### src/rtl/grf_wport_arb_pkg.sv
// Shared constants and payload type for the register-file write-port arbiter.
// Latency: n/a (types and constants only).
// Backpressure: n/a.
package grf_wport_arb_pkg;

  localparam int GRF_FIFO_DEPTH = 2;
  localparam int GRF_AW         = 5;
  localparam int GRF_DW         = 32;
  localparam int GRF_NREG       = 1 << GRF_AW;

  // One queued late write: destination register and data.
  typedef struct packed {
    logic [GRF_AW-1:0] a3;
    logic [GRF_DW-1:0] wd;
  } wreq_t;

endpackage

### src/rtl/grf_arb_fifo.sv
// Two-entry FIFO holding late register-file writes until the port is free.
// Latency: an entry pushed at edge t is visible at the head from t+1.
// Backpressure: caller must not push when full or pop when empty.
module grf_arb_fifo
  import grf_wport_arb_pkg::*;
(
  input  logic                          clk,
  input  logic                          rst,
  input  logic                          push,
  input  wreq_t                         push_dat,
  input  logic                          pop,
  output wreq_t                         head,
  output logic [1:0]                    count,
  output logic [GRF_FIFO_DEPTH-1:0]     ent_vld,
  output logic [GRF_FIFO_DEPTH-1:0][GRF_AW-1:0] ent_a3
);

  wreq_t      mem [GRF_FIFO_DEPTH];
  logic       wr_ptr;
  logic       rd_ptr;
  logic [1:0] cnt;

  // Pointers and occupancy; simultaneous push and pop leave the count unchanged.
  always_ff @(posedge clk) begin
    if (rst) begin
      wr_ptr <= 1'b0;
      rd_ptr <= 1'b0;
      cnt    <= 2'd0;
    end else begin
      if (push) wr_ptr <= ~wr_ptr;
      if (pop)  rd_ptr <= ~rd_ptr;
      case ({push, pop})
        2'b10:   cnt <= cnt + 2'd1;
        2'b01:   cnt <= cnt - 2'd1;
        default: cnt <= cnt;
      endcase
    end
  end

  // Payload storage needs no reset: validity comes from the pointers and count.
  always_ff @(posedge clk) begin
    if (push) mem[wr_ptr] <= push_dat;
  end

  // Per-entry validity and target register, used to build the pending mask.
  always_comb begin
    ent_vld = '0;
    ent_a3  = '0;
    for (int i = 0; i < GRF_FIFO_DEPTH; i++) begin
      ent_vld[i] = (cnt == 2'd2) || ((cnt == 2'd1) && (rd_ptr == 1'(i)));
      ent_a3[i]  = mem[i].a3;
    end
  end

  assign head  = mem[rd_ptr];
  assign count = cnt;

endmodule

### src/rtl/grf_wport_arb.sv
// Arbitrates the single GRF write port between the W stage and a queued late-result source.
// Latency: W writes pass through combinationally; late writes land no earlier than the cycle after acceptance.
// Backpressure: x_ready drops while the 2-entry queue is full; with GRF_ARB_STARVE_EN defined, stall_req asks the pipeline to freeze W so the queue drains.
module grf_wport_arb
  import grf_wport_arb_pkg::*;
#(
  parameter int STARVE_LIMIT = 4
) (
  input  logic        clk,
  input  logic        rst,
  input  logic        w_we,
  input  logic [4:0]  w_a3,
  input  logic [31:0] w_wd,
  input  logic        x_valid,
  output logic        x_ready,
  input  logic [4:0]  x_a3,
  input  logic [31:0] x_wd,
  output logic        grf_we,
  output logic [4:0]  grf_a3,
  output logic [31:0] grf_wd,
  output logic [31:0] pend_mask,
  output logic        stall_req
);

  wreq_t                                 head;
  wreq_t                                 push_dat;
  logic [1:0]                            count;
  logic [GRF_FIFO_DEPTH-1:0]             ent_vld;
  logic [GRF_FIFO_DEPTH-1:0][GRF_AW-1:0] ent_a3;
  logic                                  w_claim;
  logic                                  q_nonempty;
  logic                                  push;
  logic                                  pop;

  // Fullness uses the pre-pop count, so a full queue never accepts in the same cycle it drains.
  assign x_ready    = !rst && (count < 2'(GRF_FIFO_DEPTH));
  // Writes to r0 are accepted and dropped; they would never be observable.
  assign push       = x_valid && x_ready && (x_a3 != '0);
  assign push_dat   = '{a3: x_a3, wd: x_wd};
  assign w_claim    = !rst && w_we && (w_a3 != '0);
  assign q_nonempty = (count != 2'd0);
  assign pop        = !rst && !w_claim && q_nonempty;

  grf_arb_fifo u_fifo (
    .clk      (clk),
    .rst      (rst),
    .push     (push),
    .push_dat (push_dat),
    .pop      (pop),
    .head     (head),
    .count    (count),
    .ent_vld  (ent_vld),
    .ent_a3   (ent_a3)
  );

  // Port mux: W has priority, otherwise the queue head, otherwise idle with zeroed address/data.
  always_comb begin
    grf_we = 1'b0;
    grf_a3 = '0;
    grf_wd = '0;
    if (w_claim) begin
      grf_we = 1'b1;
      grf_a3 = w_a3;
      grf_wd = w_wd;
    end else if (pop) begin
      grf_we = 1'b1;
      grf_a3 = head.a3;
      grf_wd = head.wd;
    end
  end

  // Pending mask: one bit per register targeted by a live queue entry; r0 never pending.
  always_comb begin
    pend_mask = '0;
    for (int i = 0; i < GRF_FIFO_DEPTH; i++) begin
      if (ent_vld[i]) pend_mask[ent_a3[i]] = 1'b1;
    end
    pend_mask[0] = 1'b0;
  end

`ifdef GRF_ARB_STARVE_EN
  logic [3:0] starve_cnt;
  logic       stall_q;

  // Count consecutive cycles the queue waits behind W; request a stall at the limit until the next pop.
  always_ff @(posedge clk) begin
    if (rst || !q_nonempty || pop) begin
      starve_cnt <= 4'd0;
      stall_q    <= 1'b0;
    end else begin
      if (starve_cnt != 4'(STARVE_LIMIT)) starve_cnt <= starve_cnt + 4'd1;
      if (starve_cnt >= 4'(STARVE_LIMIT - 1)) stall_q <= 1'b1;
    end
  end

  assign stall_req = stall_q;
`else
  // Without the guard the queue only drains in W-idle cycles; the limit has no effect.
  logic [3:0] unused_starve_limit;
  assign unused_starve_limit = 4'(STARVE_LIMIT);
  assign stall_req           = 1'b0;
`endif

endmodule

### config.mk
export PLATFORM = sky130hd
export DESIGN_NAME = grf_wport_arb
export DESIGN_NICKNAME = d
export VERILOG_FILES = /design/src/rtl/grf_wport_arb_pkg.sv /design/src/rtl/grf_arb_fifo.sv /design/src/rtl/grf_wport_arb.sv
export SDC_FILE = /design/constraint.sdc
export NUM_CORES = 1
export LEC_CHECK = 0
export CAP_MARGIN = 20
export CORE_MARGIN = 2
export CORE_UTILIZATION = 45
export DETAILED_ROUTE_END_ITERATION = 8
export PLACE_DENSITY_LB_ADDON = 0.15
export SKIP_CTS_REPAIR_TIMING = 1
export SYNTH_ARGS = -nofsm -noshare
export SYNTH_HDL_FRONTEND = slang
export SYNTH_SLANG_ARGS = --single-unit
### constraint.sdc
create_clock -name clk -period 4.1 [get_ports clk]
set_clock_uncertainty 0.15 [all_clocks]
set_input_delay 1.025 -clock clk [delete_from_list [all_inputs] [get_ports clk]]
set_output_delay 1.025 -clock clk [all_outputs]
set_load 0.05 [all_outputs]
## Word-level counts from Yosys, hierarchy flattened

Memories as Yosys holds them, arrays and structs flattened. A register that Yosys moved wholly into a read port is not among the register bits.
Cells that the tools add are included.
Widths: inputs -> output; s select.

| cells by class | value |
|---|---|
| add/subtract/negate cells | 2 |
| magnitude comparators | 5 |
| eq/ne operators | 4 |
| mux-type cells | 17 |
| bitwise gates (word level) | 3 |
| reduce and logical (&&, ||, !) cells | 19 |

Operator list:

| cell | count |
|---|---|
| $mux 32 | 4 |
| $or 32x32->32 | 1 |
| $lt 5x6->1 const B | 2 |
| $logic_and 1x1->1 | 11 |
| $demux 1 s5 | 2 |
| $ge 5x1->1 const B | 2 |
| $mux 5 | 2 |
| $reduce_bool 5->1 | 2 |
| $mux 1 | 8 |
| $eq 2x1->1 const B | 2 |
| $eq 2x2->1 const B | 2 |
| $pmux 2 s2 | 1 |
| $reduce_bool 2->1 | 2 |
| $add 2x1->2 const B | 1 |
| $logic_not 1->1 | 2 |
| $logic_or 1x1->1 | 2 |
| $lt 2x2->1 const B | 1 |
| $not 1->1 | 2 |
| $sub 2x1->2 const B | 1 |

| word-level totals | value |
|---|---|
| register bits after elaboration | 4 |
| RAM bits | 74 |
| output and inout bits | 72 |
| memories kept | 1 |

Memory list:

| name | depth | width | read ports | clocked after Yosys merged registers in | write ports | RTL line | source |
|---|---|---|---|---|---|---|---|
| u_fifo.mem | 2 | 37 | 3 | 1 | 1 | grf_arb_fifo.sv:18 | `wreq_t mem [GRF_FIFO_DEPTH];` |

## Depth between registers and ports, before layout

| logic depth | value |
|---|---|
| depth in word-level cells | 8 |
| mapped depth | 10 |
| gate-level depth less buffers | 8 |

## Modules after synthesis

From an unflattened synthesis, not the netlist that was laid out.

| unflattened totals | value |
|---|---|
| cells, all modules | 336 |
| area total of the unflattened synthesis | 4,280.4 um^2 |

By module, submodules not included:

| module | instances | cells each | area an instance (um^2) | sequential area each (um^2) |
|---|---|---|---|---|
| grf_arb_fifo | 1 | 151 | 3,140.5 | 2,322.2 |
| grf_wport_arb | 1 | 185 | 1,139.8 | 0.0 |

## Worst setup path before layout

No wires, ideal clock.

| timing path | value |
|---|---|
| kind | input -> register |
| start point | input port rst |
| end point | memory u_fifo.mem[0][0] (netlist bit) (enable) |
| library setup time | 0.431 ns |
| data arrival time | 3.793 ns |
| data required time | 3.519 ns |
| path slack | -0.274 ns |
| stages | 4 |
| buffers on the path | 1 |
| cells stage by stage | buf_2 -> nor2_1 -> o211ai_1 -> nor2_1 |

| on the way | value |
|---|---|
| word-level cells in the longest chain between the ends | 6 |

RTL lines:

| item | RTL line | source |
|---|---|---|
| start: declaration | grf_wport_arb.sv:10 | `input logic rst,` |
| $logic_not 1->1 | grf_wport_arb.sv:36 | `assign x_ready = !rst && (count < 2'(GRF_FIFO_DEPTH));` |
| $logic_and 1x1->1 | grf_wport_arb.sv:36 |  |
| via x_ready | grf_wport_arb.sv:15 | `output logic x_ready,` |
| $logic_and 1x1->1 (2 in a row) | grf_wport_arb.sv:38 | `assign push = x_valid && x_ready && (x_a3 != '0);` |
| $mux 1 | grf_arb_fifo.sv:42 | `if (push) mem[wr_ptr] <= push_dat;` |
| $mux 1 (implied by the code) | grf_arb_fifo.sv:42 |  |
| end: declaration | grf_arb_fifo.sv:18 |  |

The timed path passes the listed nets, and every way through them passes these cells.

## Worst setup path in the final report

| timing path | value |
|---|---|
| start point | input port w_a3[1] |
| end point | output port grf_wd[28] |

| on the way | value |
|---|---|
| word-level cells in the longest chain between the ends | 7 |

RTL lines:

| item | RTL line | source |
|---|---|---|
| start: declaration | grf_wport_arb.sv:12 | `input logic [4:0] w_a3,` |
| $reduce_bool 5->1 * | grf_wport_arb.sv:40 | `assign w_claim = !rst && w_we && (w_a3 != '0);` |
| $logic_and 1x1->1 * | grf_wport_arb.sv:40 |  |
| $logic_not 1->1 | grf_wport_arb.sv:42 | `assign pop = !rst && !w_claim && q_nonempty;` |
| $logic_and 1x1->1 (2 in a row) | grf_wport_arb.sv:42 |  |
| $mux 32 | grf_wport_arb.sv:65 | `end else if (pop) begin` |
| $mux 32 * | grf_wport_arb.sv:61 | `if (w_claim) begin` |
| end: declaration | grf_wport_arb.sv:20 | `output logic [31:0] grf_wd,` |

Mark *: on every way between the ends. The rest lies on a longest branch, timed or not.

==> out/results.tsv <==
metric	value	unit
dieArea	9630	um2
antenna_found_initial	0	
detail-route-antenna-nets	0	
min_path_type	reg2reg	
globalRouteOverflowTotal	0	
syn-cell-area	3988	um2
vias_per_cell	5.371	
die_w	98.14	um
synth_seq_cells	79	
routed_wl	9057	um
p_leak	2.025	nW
ys_async_sr_fraction	0	%
clk-insertion-delay-late	0.34	ns
drive_gt1_share	23.80	%
fin_setup_tns	0	ns
crit_required	2.92	ns
numCtsBuffers	9	
cts.path.max_buffers	2	
num_antenna_cells	0	
cts-root-buf	clkbuf_8	
drtPass1Iterations	4	
synth_cell_types	31	
synth_area_leader_cell	edfxtp_1	
grt_first_pass_wirelength	14500	um
critPathLaunch	w_a3[1]	
numPortBuffers	147	
gp_congestion	0.8496	
irDropWorstVdd	0.2705	mV
tritoncts	done	
slew_violations	0	
dp_hpwl	6681	um
ios	150	
nNetsFinal	537	
grt_pass1_vias	3000	
max-cap-violations	0	
wl_met2	4453	um
hold_viol	0	
fmax	0.2474	GHz
grt_max_degree	29	
die_y	98.14	um
htree_levels	3	
dp.cells	552	
drt-met1-wl	3739	um
crit_path_max_fanout	26	
cts.sinks	79	
worstSetupPathType	in2out	
synth_area_per_cell	12.95	um2
drt_first_iter_violations	185	
core_area	8636	um2
power_density	473.8	nW/um2
areaGrowthSynthToFinish	44.65	%
synth_edf_count	74	
dr_wl_met3	761	um
period_minus_slack	4.042	ns
cp.arrival	2.87	ns
setup_violations	0	
ys_warn_count	0	
startpoint_type	input pin	
post-route-drc-count	0	
placed_area	5580	um2
start_util	46.18	%
wl_per_cell	16.00	um
endpoint_kind	output pin	
rsz0062_at_grt	no	
num_rows	34	
slew_headroom	51.74	%
instances_no_fill	566	
num_vias	3040	
synth-main-ff-cell	edfxtp_1	
ys_seq_area_share	58.24	%
r2r_start	u_fifo.count[0]$_SDFFE_PP0P_	
clk_pin_slew	0.07	ns
grt_usage	18.82	%
top_layer	met4	
synthTopCellsByArea	edfxtp_1 56%, mux2i_1 9.3%, mux2_2 8.8%	
stdcell_area	5768	um2
min_from	u_fifo.wr_ptr$_SDFFE_PP0P_	
status	complete, no violations	
synth_top_area_share	55.73	%
min_period_over_period	98.58	%
syn_inst	308	
tightestPinTransition	0.7207	ns
==> stage by stage <==
step                      setup slack (ns)  total power [mW]  utilization [%]  hold slack, ns
after floorplan                    -0.2743             1.839                -          0.2762
after global placement             0.05675             2.208            64.62          0.3259
after detailed placement           0.02320             2.227            64.62          0.3482
after CTS                          0.01621             2.756            66.65          0.3787
after global routing              0.001868             2.864            66.79          0.4136
final                              0.05820             2.733            66.79          0.3803
==> critical path, cell delays in order <==
cell             delay [ns]
clkdlybuf4s50_1        0.43
or3_1                  0.39
o31a_2                 0.34
buf_12                 0.18
mux2_4                 0.30
buf_4                  0.19
==> cell type report <==
cell class                      instances  area [um2]
Multi-Input combinational cell        203        1575
Timing Repair Buffer                  157        1540
Fill cell                             638        2868
Tap cell                              108       135.1
Sequential cell                        79        2323
Clock inverter                          5       51.30
Inverter                                5       18.77
Clock buffer                            9       123.9
==> worst paths after layout <==
path         depth (start not counted)                      endpoint  slack [ns]
max reg2reg                          8  u_fifo.count[0]$_SDFFE_PP0P_        1.86
min reg2reg                          1    u_fifo.wr_ptr$_SDFFE_PP0P_        0.38
min                                  1    u_fifo.wr_ptr$_SDFFE_PP0P_        0.38
max                                  6                    grf_wd[28]        0.06
==> Yosys cell counts, types with 2 or more instances <==
library cell,number
mux2_4,5
o22ai_1,32
or3b_2,3
nand3b_1,8
nor2_1,46
nor2b_1,3
buf_1,3
nand2_1,7
o211ai_1,6
ha_1,4
o31ai_1,3
buf_2,8
inv_1,5
xor2_1,2
clkbuf_1,7
nand3_1,3
mux2i_1,37
buf_6,2
mux2_2,31
dfxtp_1,5
buf_4,2
edfxtp_1,74
or3_1,4
==> kinds of logic (layout without fill, tap and decap cells) <==
family | count (synthesis) | in the layout | synth area share [%]
AO/OA/AOI/OAI | 46 | 46 | 7.719
AND/OR/NAND/NOR | 76 | 76 | 8.974
XOR/XNOR | 2 | 2 | 0.4394
adder cells (fa/ha/maj) | 4 | 4 | 1.255
buffers and inverters | 27 | 176 | 3.357
multiplexers | 73 | 73 | 19.92
other | 1 | 2 | 0.09404
flip-flops | 79 | 79 | 58.24
==> state kept, by name, indices dropped and copies added (netlist names), named ones only <==
| register | cells |
|---|---|
| u_fifo.rd_ptr | 1 |
| u_fifo.count | 2 |
| u_fifo.wr_ptr | 1 |
| u_fifo.mem | 74 |
==> power breakdown <==
part	leakage (nW)	switching (mW)	internal [mW]
registers	0.719	0.0621	0.966
clock network	0.0884	0.259	0.270
logic	1.22	0.701	0.475
total	2.03	1.02	1.71
==> placed cells by master, fill, tap and decap left out, types with 2 or more instances in the layout <==
cell	instances
nand2_1	7
buf_4	41
mux2i_1	37
clkinv_2	2
buf_12	7
or3b_2	3
nor2b_1	3
clkbuf_8	9
mux2_2	31
xor2_1	2
ha_1	4
inv_1	5
o22ai_1	32
o211ai_1	6
nor2_4	2
nand3b_1	8
dfxtp_1	4
mux2_4	5
o31ai_2	2
or3_1	4
edfxtp_1	74
nor2_1	44
nand3_1	3
conb_1	2
clkdlybuf4s50_1	108
==> per-layer routing <==
metal	GRT usage, %	up-vias
met5	0	-
met1	22.68	1423
met2	32.77	143
met3	5.512	13
li1	-	1461
met4	5.690	0
Note: power is estimated with default switching activity, not from simulation.
